## src/rtl/mem_port_arbiter_if.sv

```systemverilog
// Bundle of the request/response signals around mem_port_arbiter.
//
// Handshake rules:
//   Request side:  x_req is held with stable fields until x_gnt is seen high in
//                  the same cycle. x_gnt is high only when m_req and m_ready are
//                  both high in that cycle.
//   Response side: x_valid is a one-cycle pulse with x_rdata, with no back-pressure.
//   Memory side:   m_req/m_* are offered until m_ready is high in the same cycle.
//                  m_rvalid/m_rdata return the single outstanding response.
//
// Modports:
//   slave  : the arbiter's view. It takes requests and the memory responses, and
//            drives grants, responses and the memory request.
//   master : the environment's view (requesters plus memory). It is the mirror
//            image of slave.
interface mem_port_arbiter_if;
  logic        i_req;
  logic [31:0] i_addr;
  logic        i_gnt;
  logic        i_valid;
  logic [31:0] i_rdata;
  logic        d_req;
  logic        d_we;
  logic [31:0] d_addr;
  logic [31:0] d_wdata;
  logic [3:0]  d_wmask;
  logic        d_gnt;
  logic        d_valid;
  logic [31:0] d_rdata;
  logic        m_req;
  logic        m_we;
  logic [31:0] m_addr;
  logic [31:0] m_wdata;
  logic [3:0]  m_wmask;
  logic        m_ready;
  logic        m_rvalid;
  logic [31:0] m_rdata;
  logic        bus_err;

  modport slave (
    input  i_req, i_addr, d_req, d_we, d_addr, d_wdata, d_wmask,
    input  m_ready, m_rvalid, m_rdata,
    output i_gnt, i_valid, i_rdata, d_gnt, d_valid, d_rdata,
    output m_req, m_we, m_addr, m_wdata, m_wmask, bus_err
  );

  modport master (
    output i_req, i_addr, d_req, d_we, d_addr, d_wdata, d_wmask,
    output m_ready, m_rvalid, m_rdata,
    input  i_gnt, i_valid, i_rdata, d_gnt, d_valid, d_rdata,
    input  m_req, m_we, m_addr, m_wdata, m_wmask, bus_err
  );
endinterface

```

## src/rtl/mem_port_arbiter.sv

```systemverilog
// Shares a single memory port between instruction fetch (I) and load/store (D).
// Only one transaction is outstanding at a time.
//
// Arbitration:
//   - D normally wins.
//   - I is forced to win after FETCH_MAX_WAIT consecutive losses.
// Once a request is offered to memory, its owner is locked until the memory accepts it.
// A watchdog ends a WAIT state after TIMEOUT cycles:
//   - bus_err pulses.
//   - The owner receives a zero-data response.
//
// Ports:
//   clk, rst       : clock and synchronous active-high reset.
//   bus            : mem_port_arbiter_if.slave. Carries requester, memory and bus_err signals.
//   dbg_state      : current FSM state (0 IDLE, 1 ISSUE_I, 2 ISSUE_D, 3 WAIT_I, 4 WAIT_D).
//   dbg_starve_cnt : consecutive I arbitration losses.
module mem_port_arbiter #(
  parameter int unsigned FETCH_MAX_WAIT = 4,
  parameter int unsigned TIMEOUT        = 64
) (
  input  logic                clk,
  input  logic                rst,
  mem_port_arbiter_if.slave   bus,
  output logic [2:0]          dbg_state,
  output logic [3:0]          dbg_starve_cnt
);

  typedef enum logic [2:0] {
    IDLE    = 3'd0,
    ISSUE_I = 3'd1,
    ISSUE_D = 3'd2,
    WAIT_I  = 3'd3,
    WAIT_D  = 3'd4
  } state_t;

  localparam int unsigned      WD_W       = (TIMEOUT > 2) ? $clog2(TIMEOUT) : 1;
  localparam bit               WD_EN      = (TIMEOUT > 0);
  localparam logic [WD_W-1:0]  WD_LAST    = WD_W'((TIMEOUT > 0) ? TIMEOUT - 1 : 0);
  localparam logic [3:0]       STARVE_MAX = 4'(FETCH_MAX_WAIT);

  state_t          state, state_nxt;
  logic [3:0]      starve_cnt;
  logic [WD_W-1:0] wd_cnt;
  logic            d_win, i_win, in_wait, wd_fire;

  // IDLE arbitration. The starvation override only matters while I is actually waiting.
  always_comb begin
    d_win   = bus.d_req && !(bus.i_req && (starve_cnt == STARVE_MAX));
    i_win   = bus.i_req && !d_win;
    in_wait = (state == WAIT_I) || (state == WAIT_D);
    // A real response arriving in the last watchdog cycle takes precedence.
    wd_fire = WD_EN && in_wait && (wd_cnt == WD_LAST) && !bus.m_rvalid;
  end

  // State register
  always_ff @(posedge clk) begin
    if (rst) state <= IDLE;
    else     state <= state_nxt;
  end

  // Next-state logic
  always_comb begin
    state_nxt = state;
    case (state)
      IDLE: begin
        if (d_win)      state_nxt = bus.m_ready ? WAIT_D : ISSUE_D;
        else if (i_win) state_nxt = bus.m_ready ? WAIT_I : ISSUE_I;
      end
      ISSUE_I: if (bus.m_ready) state_nxt = WAIT_I;
      ISSUE_D: if (bus.m_ready) state_nxt = WAIT_D;
      WAIT_I, WAIT_D: if (bus.m_rvalid || wd_fire) state_nxt = IDLE;
      default: state_nxt = IDLE;
    endcase
  end

  // Output logic.
  // Everything stays quiet during reset so that an in-flight response is dropped.
  always_comb begin
    bus.i_gnt   = 1'b0;
    bus.i_valid = 1'b0;
    bus.i_rdata = 32'h0;
    bus.d_gnt   = 1'b0;
    bus.d_valid = 1'b0;
    bus.d_rdata = 32'h0;
    bus.m_req   = 1'b0;
    bus.m_we    = 1'b0;
    bus.m_addr  = 32'h0;
    bus.m_wdata = 32'h0;
    bus.m_wmask = 4'h0;
    bus.bus_err = 1'b0;
    if (!rst) begin
      case (state)
        IDLE, ISSUE_I, ISSUE_D: begin
          if ((state == ISSUE_D) || ((state == IDLE) && d_win)) begin
            bus.m_req   = 1'b1;
            bus.m_we    = bus.d_we;
            bus.m_addr  = bus.d_addr;
            bus.m_wdata = bus.d_wdata;
            bus.m_wmask = bus.d_wmask;
            bus.d_gnt   = bus.m_ready;
          end else if ((state == ISSUE_I) || i_win) begin
            bus.m_req   = 1'b1;
            bus.m_addr  = bus.i_addr;
            bus.i_gnt   = bus.m_ready;
          end
        end
        WAIT_I: begin
          bus.i_valid = bus.m_rvalid || wd_fire;
          bus.i_rdata = bus.m_rvalid ? bus.m_rdata : 32'h0;
          bus.bus_err = wd_fire;
        end
        WAIT_D: begin
          bus.d_valid = bus.m_rvalid || wd_fire;
          bus.d_rdata = bus.m_rvalid ? bus.m_rdata : 32'h0;
          bus.bus_err = wd_fire;
        end
        default: ;
      endcase
    end
  end

  // Starvation counter. It only advances on IDLE losses while I is waiting.
  always_ff @(posedge clk) begin
    if (rst || bus.i_gnt)
      starve_cnt <= 4'h0;
    else if ((state == IDLE) && bus.i_req && d_win && (starve_cnt < STARVE_MAX))
      starve_cnt <= starve_cnt + 4'h1;
  end

  // Watchdog. It counts cycles spent in the current WAIT state.
  always_ff @(posedge clk) begin
    if (rst || !in_wait || (state_nxt != state)) wd_cnt <= '0;
    else                                          wd_cnt <= wd_cnt + 1'b1;
  end

  assign dbg_state      = state;
  assign dbg_starve_cnt = starve_cnt;

endmodule
```

## src/flat_wrapper.sv

```systemverilog
// flat-port wrapper written by rule: the top's interface ports become plain ports
module mem_port_arbiter_flat 
#(
  parameter int unsigned FETCH_MAX_WAIT = 4,
  parameter int unsigned TIMEOUT        = 64
)
  (clk, rst, dbg_state, dbg_starve_cnt, bus_i_req, bus_i_addr, bus_d_req, bus_d_we, bus_d_addr, bus_d_wdata, bus_d_wmask, bus_m_ready, bus_m_rvalid, bus_m_rdata, bus_i_gnt, bus_i_valid, bus_i_rdata, bus_d_gnt, bus_d_valid, bus_d_rdata, bus_m_req, bus_m_we, bus_m_addr, bus_m_wdata, bus_m_wmask, bus_bus_err);
  mem_port_arbiter_if bus_i ();
  input  logic clk;
  input  logic rst;
  output logic [2:0] dbg_state;
  output logic [3:0] dbg_starve_cnt;
  input wire logic [$bits(bus_i.i_req)-1:0] bus_i_req;
  input wire logic [$bits(bus_i.i_addr)-1:0] bus_i_addr;
  input wire logic [$bits(bus_i.d_req)-1:0] bus_d_req;
  input wire logic [$bits(bus_i.d_we)-1:0] bus_d_we;
  input wire logic [$bits(bus_i.d_addr)-1:0] bus_d_addr;
  input wire logic [$bits(bus_i.d_wdata)-1:0] bus_d_wdata;
  input wire logic [$bits(bus_i.d_wmask)-1:0] bus_d_wmask;
  input wire logic [$bits(bus_i.m_ready)-1:0] bus_m_ready;
  input wire logic [$bits(bus_i.m_rvalid)-1:0] bus_m_rvalid;
  input wire logic [$bits(bus_i.m_rdata)-1:0] bus_m_rdata;
  output wire logic [$bits(bus_i.i_gnt)-1:0] bus_i_gnt;
  output wire logic [$bits(bus_i.i_valid)-1:0] bus_i_valid;
  output wire logic [$bits(bus_i.i_rdata)-1:0] bus_i_rdata;
  output wire logic [$bits(bus_i.d_gnt)-1:0] bus_d_gnt;
  output wire logic [$bits(bus_i.d_valid)-1:0] bus_d_valid;
  output wire logic [$bits(bus_i.d_rdata)-1:0] bus_d_rdata;
  output wire logic [$bits(bus_i.m_req)-1:0] bus_m_req;
  output wire logic [$bits(bus_i.m_we)-1:0] bus_m_we;
  output wire logic [$bits(bus_i.m_addr)-1:0] bus_m_addr;
  output wire logic [$bits(bus_i.m_wdata)-1:0] bus_m_wdata;
  output wire logic [$bits(bus_i.m_wmask)-1:0] bus_m_wmask;
  output wire logic [$bits(bus_i.bus_err)-1:0] bus_bus_err;
  assign bus_i.i_req = bus_i_req;
  assign bus_i.i_addr = bus_i_addr;
  assign bus_i.d_req = bus_d_req;
  assign bus_i.d_we = bus_d_we;
  assign bus_i.d_addr = bus_d_addr;
  assign bus_i.d_wdata = bus_d_wdata;
  assign bus_i.d_wmask = bus_d_wmask;
  assign bus_i.m_ready = bus_m_ready;
  assign bus_i.m_rvalid = bus_m_rvalid;
  assign bus_i.m_rdata = bus_m_rdata;
  assign bus_i_gnt = bus_i.i_gnt;
  assign bus_i_valid = bus_i.i_valid;
  assign bus_i_rdata = bus_i.i_rdata;
  assign bus_d_gnt = bus_i.d_gnt;
  assign bus_d_valid = bus_i.d_valid;
  assign bus_d_rdata = bus_i.d_rdata;
  assign bus_m_req = bus_i.m_req;
  assign bus_m_we = bus_i.m_we;
  assign bus_m_addr = bus_i.m_addr;
  assign bus_m_wdata = bus_i.m_wdata;
  assign bus_m_wmask = bus_i.m_wmask;
  assign bus_bus_err = bus_i.bus_err;
  mem_port_arbiter #(.FETCH_MAX_WAIT(FETCH_MAX_WAIT), .TIMEOUT(TIMEOUT)) u_core (.clk(clk), .rst(rst), .bus(bus_i), .dbg_state(dbg_state), .dbg_starve_cnt(dbg_starve_cnt));
endmodule
```

## config.mk

```make
export PLATFORM = sky130hd
export DESIGN_NAME = mem_port_arbiter_flat
export DESIGN_NICKNAME = d
export VERILOG_FILES = /design/src/rtl/mem_port_arbiter_if.sv /design/src/rtl/mem_port_arbiter.sv /design/src/flat_wrapper.sv
export SDC_FILE = /design/constraint.sdc
export NUM_CORES = 1
export LEC_CHECK = 0
export BUFFER_PORTS_ARGS = -buffer_cell sky130_fd_sc_hd__buf_2
export CORE_AREA = 2 2 110 112
export CTS_CLUSTER_DIAMETER = 60
export DETAILED_ROUTE_END_ITERATION = 10
export DIE_AREA = 0 0 112 114
export PLACE_DENSITY_LB_ADDON = 0.3
export SYNTH_ARGS = -nofsm -noshare
export SYNTH_HDL_FRONTEND = slang
export SYNTH_SLANG_ARGS = --single-unit
export TNS_END_PERCENT = 5
```

## constraint.sdc

```tcl
create_clock -name clk -period 1.74 [get_ports clk]
set_input_delay 0.348 -clock clk [delete_from_list [all_inputs] [get_ports clk]]
set_output_delay 0.348 -clock clk [all_outputs]
set_load 0.05 [all_outputs]
```

==> metrics <==
routed vias between 3k and 4k; buffers and inverters on the worst path 4; post-layout util ~49%; Die Ht between 100 and 150 um; switching power 1.56 mW; Nets approximately 760; crit end category primary output; failing checks setup timing; TritonCTS clock tree done; vias in the first global route approximately 3.5k; CP Launch Type flop; GRT met2 Usage ~30%; Post-synth EDFFs 0; Critical Path RT roughly 1.4 ns; Mapped Area between 1500 and 2000 sq um; Slew Limit Fails 0; # hold bufs at CTS 0; Top Ports roughly 290; Initial Utilization 16.8%; crit share post-route 124%; clock buffer depth 2; ys flop type dfxtp_1; Int Pwr between 1.5 and 2 mW; hpwl dp approximately 8000 um; TritonCTS Buffers 3; status finished, violations left; count of cell types in the netlist 35; grt ovf 0; grt met3 use roughly 2.7%; share of layout cells above drive strength 1 around four fifths; Sequential Power Share between 10% and 20%; initial antenna violation count 1; Syn Nets between 400 and 500; sw frac 48.9%; # setup viols final ~140; FMAX between 400 and 500 MHz; Clock Pin Slew Worst Setup and Hold Paths about 0.04 ns; fin crit period between 2 and 2.5 ns; worst-skew pair later-pin latency between 0.2 and 0.25 ns; Commonest cells post-synth nand2_1 (67), and3_1 (66), and2_1 (38); leading area contributor after synthesis and3_1; Layout Area Growth over Synthesis 191%; CORE AREA 11700 sq um; pwr/cell area around 560 nW/um^2; Via density between 4 and 5; H-tree depth 1; Max Cap Viol 0; logic gate share of total power between 70% and 80%; Cell Chain, Critical Path inv_2 -> ha_4 -> nand4b_4 -> a31oi_4 -> buf_12 -> buf_8 -> nand2_1 -> a21oi_4 -> buf_6; Placed Cells ~750; maximum net fanout on the critical path 8; WL per Instance 15.0 um; Tot GR Track Use between 10% and 20%; global-route wire length before repair 16700 um; root buffer cell clkbuf_16; chip width about 110 um; row cnt 40; worst hold slack approximately 0.44 ns; count leader, synth nand2_1; FFs w/ async S/R, synth 0%; Synth Register Bits 13; PortBufs about 280; GR Util met1 ~18%; Iteration-0 DRC Markers around 130; Cells after Synth between 300 and 400; Clk pwr share about an eighth; min-delay worst type in2reg; Placer Congestion ~0.8; Layout Cells excl Fill around 770; critical path class reg2out; Worst path max stage delay ~0.34 ns; largest net degree at the start of global routing between 60 and 70; Fin. Hold Viols 0; Slew HR 67.4%; setup ws final -0.422 ns; worst slew pin tran between 0.4 and 0.5 ns; GR peak layer met2; Die ar. approximately 13000 sq um; DR pass1 iterations 4; Yosys top cell area share 20.9%; crit path DAT between 1.5 and 2 ns; register area share after synthesis 13.2%; Synth area leaders and3_1 (21%), dfxtp_1 (13%), nand2_1 (13%); P_leak ~3 nW; maximum vdd ir drop ~0.39 mV; mean post-synth cell area roughly 6.3 sq um; drt total wl around 12000 um; Detail Route Antenna Nets 0; post-route setup TNS -36.81 ns; Residual DRC 0; Synth Warn # 0; Clock Skew between 0.0005 and 0.0006 ns; RSZ-0062 raised after global routing true; Top Family by Delay on Critical Path buffers and inverters; CP max stage cell dfxtp_4; # clock sinks 13
## per-layer routing
metal	wire length (um)	vias up
met5	0	-
met4	138	0
met3	896	10
met2	6180	178
met1	4340	1567
li1	-	1682
## power by group through the flow
stage	registers, mW	logic, mW	clock network [mW]
after floorplan	0.364	1.31	0
after global placement	0.334	1.84	0
after detailed placement	0.334	1.87	0
after CTS	0.331	2.14	0.435
after global routing	0.332	2.55	0.451
final	0.331	2.44	0.426
## what timing repair did
item,4_1_cts,5_1_grt
pin swaps,7,23
endpoints found under the setup margin,139,139
resized for setup,292,95
buffers inserted,3,2
gates cloned,2,5
## final timing paths
kind / startpoint / end / slack (ns) / depth (start not counted)
max: u_core.dbg_starve_cnt[0]$_SDFFE_PP0P_ / bus_m_addr[10] / -0.42 / 9
min: bus_m_ready / u_core.dbg_state[1]$_SDFF_PP0_ / 0.44 / 3
max reg2reg: u_core.dbg_starve_cnt[0]$_SDFFE_PP0P_ / u_core.dbg_starve_cnt[2]$_SDFFE_PP0P_ / 0.11 / 9
min reg2reg: u_core.wd_cnt[0]$_SDFF_PP0_ / u_core.wd_cnt[0]$_SDFF_PP0_ / 0.51 / 2
## final cells by class
| class | count | area (sq um) |
|---|---|---|
| well taps | 147 | 184 |
| clock buffers | 4 | 78.8 |
| inverters | 8 | 32.5 |
| multi-input cells | 262 | 2170 |
| fillers | 1048 | 5960 |
| flip-flops and latches | 13 | 282 |
| diodes | 1 | 2.50 |
| repair buffers | 333 | 3000 |
## kinds of logic after synthesis
kind of cell / after synthesis / synth area share [%]
buffers and inverters: 38 / 10.3
DFF: 13 / 13.2
adders and majority gates: 3 / 1.90
xor gates and xnor gates: 5 / 2.22
and+or+nand+nor: 206 / 57.7
muxes: 1 / 0.507
AOI/OAI and AO/OA: 47 / 14.2
## registers in the layout (all words and copies together), names as in the netlist
signal	cells
u_core.dbg_starve_cnt	4
u_core.wd_cnt	6
u_core.dbg_state	3
## cells in the final DEF, fill, tap and decap left out, types with 2 or more instances in the layout
cell type	instances
a21oi_1	2
a21oi_2	2
a21oi_4	31
a31o_4	2
a31oi_1	3
and2_2	21
and2_4	18
and3_1	63
and3_4	3
and4_1	2
buf_12	14
buf_2	145
buf_4	28
buf_6	118
buf_8	25
clkbuf_16	6
dfxtp_1	6
dfxtp_2	2
dfxtp_4	5
ha_1	2
inv_1	6
nand2_1	14
nand2_2	48
nand2_4	5
nand3_1	2
nor2_1	16
nor2_2	2
nor3_1	2
nor3b_4	3
o21ai_0	2
xnor2_1	4
## stage by stage
step	power [mW]	worst slack, ns	instance area, sq um
CTS	2.90	-0.434	5310
floorplan	1.67	-0.308	2450
detailed placement	2.20	-0.341	4300
global placement	2.18	-0.284	4300
finish	3.20	-0.422	5750
global route	3.34	-0.506	5750
## worst reg2reg max path, delay by kind of cell, from the launching register on
kind | cells | cell delay [ns]
AOI/OAI and AO/OA | 2 | 0.34
buffers and inverters | 4 | 0.52
and+or+nand+nor | 2 | 0.20
DFF | 1 | 0.34
adders and majority gates | 1 | 0.13
(Power assumes the default switching activity.)
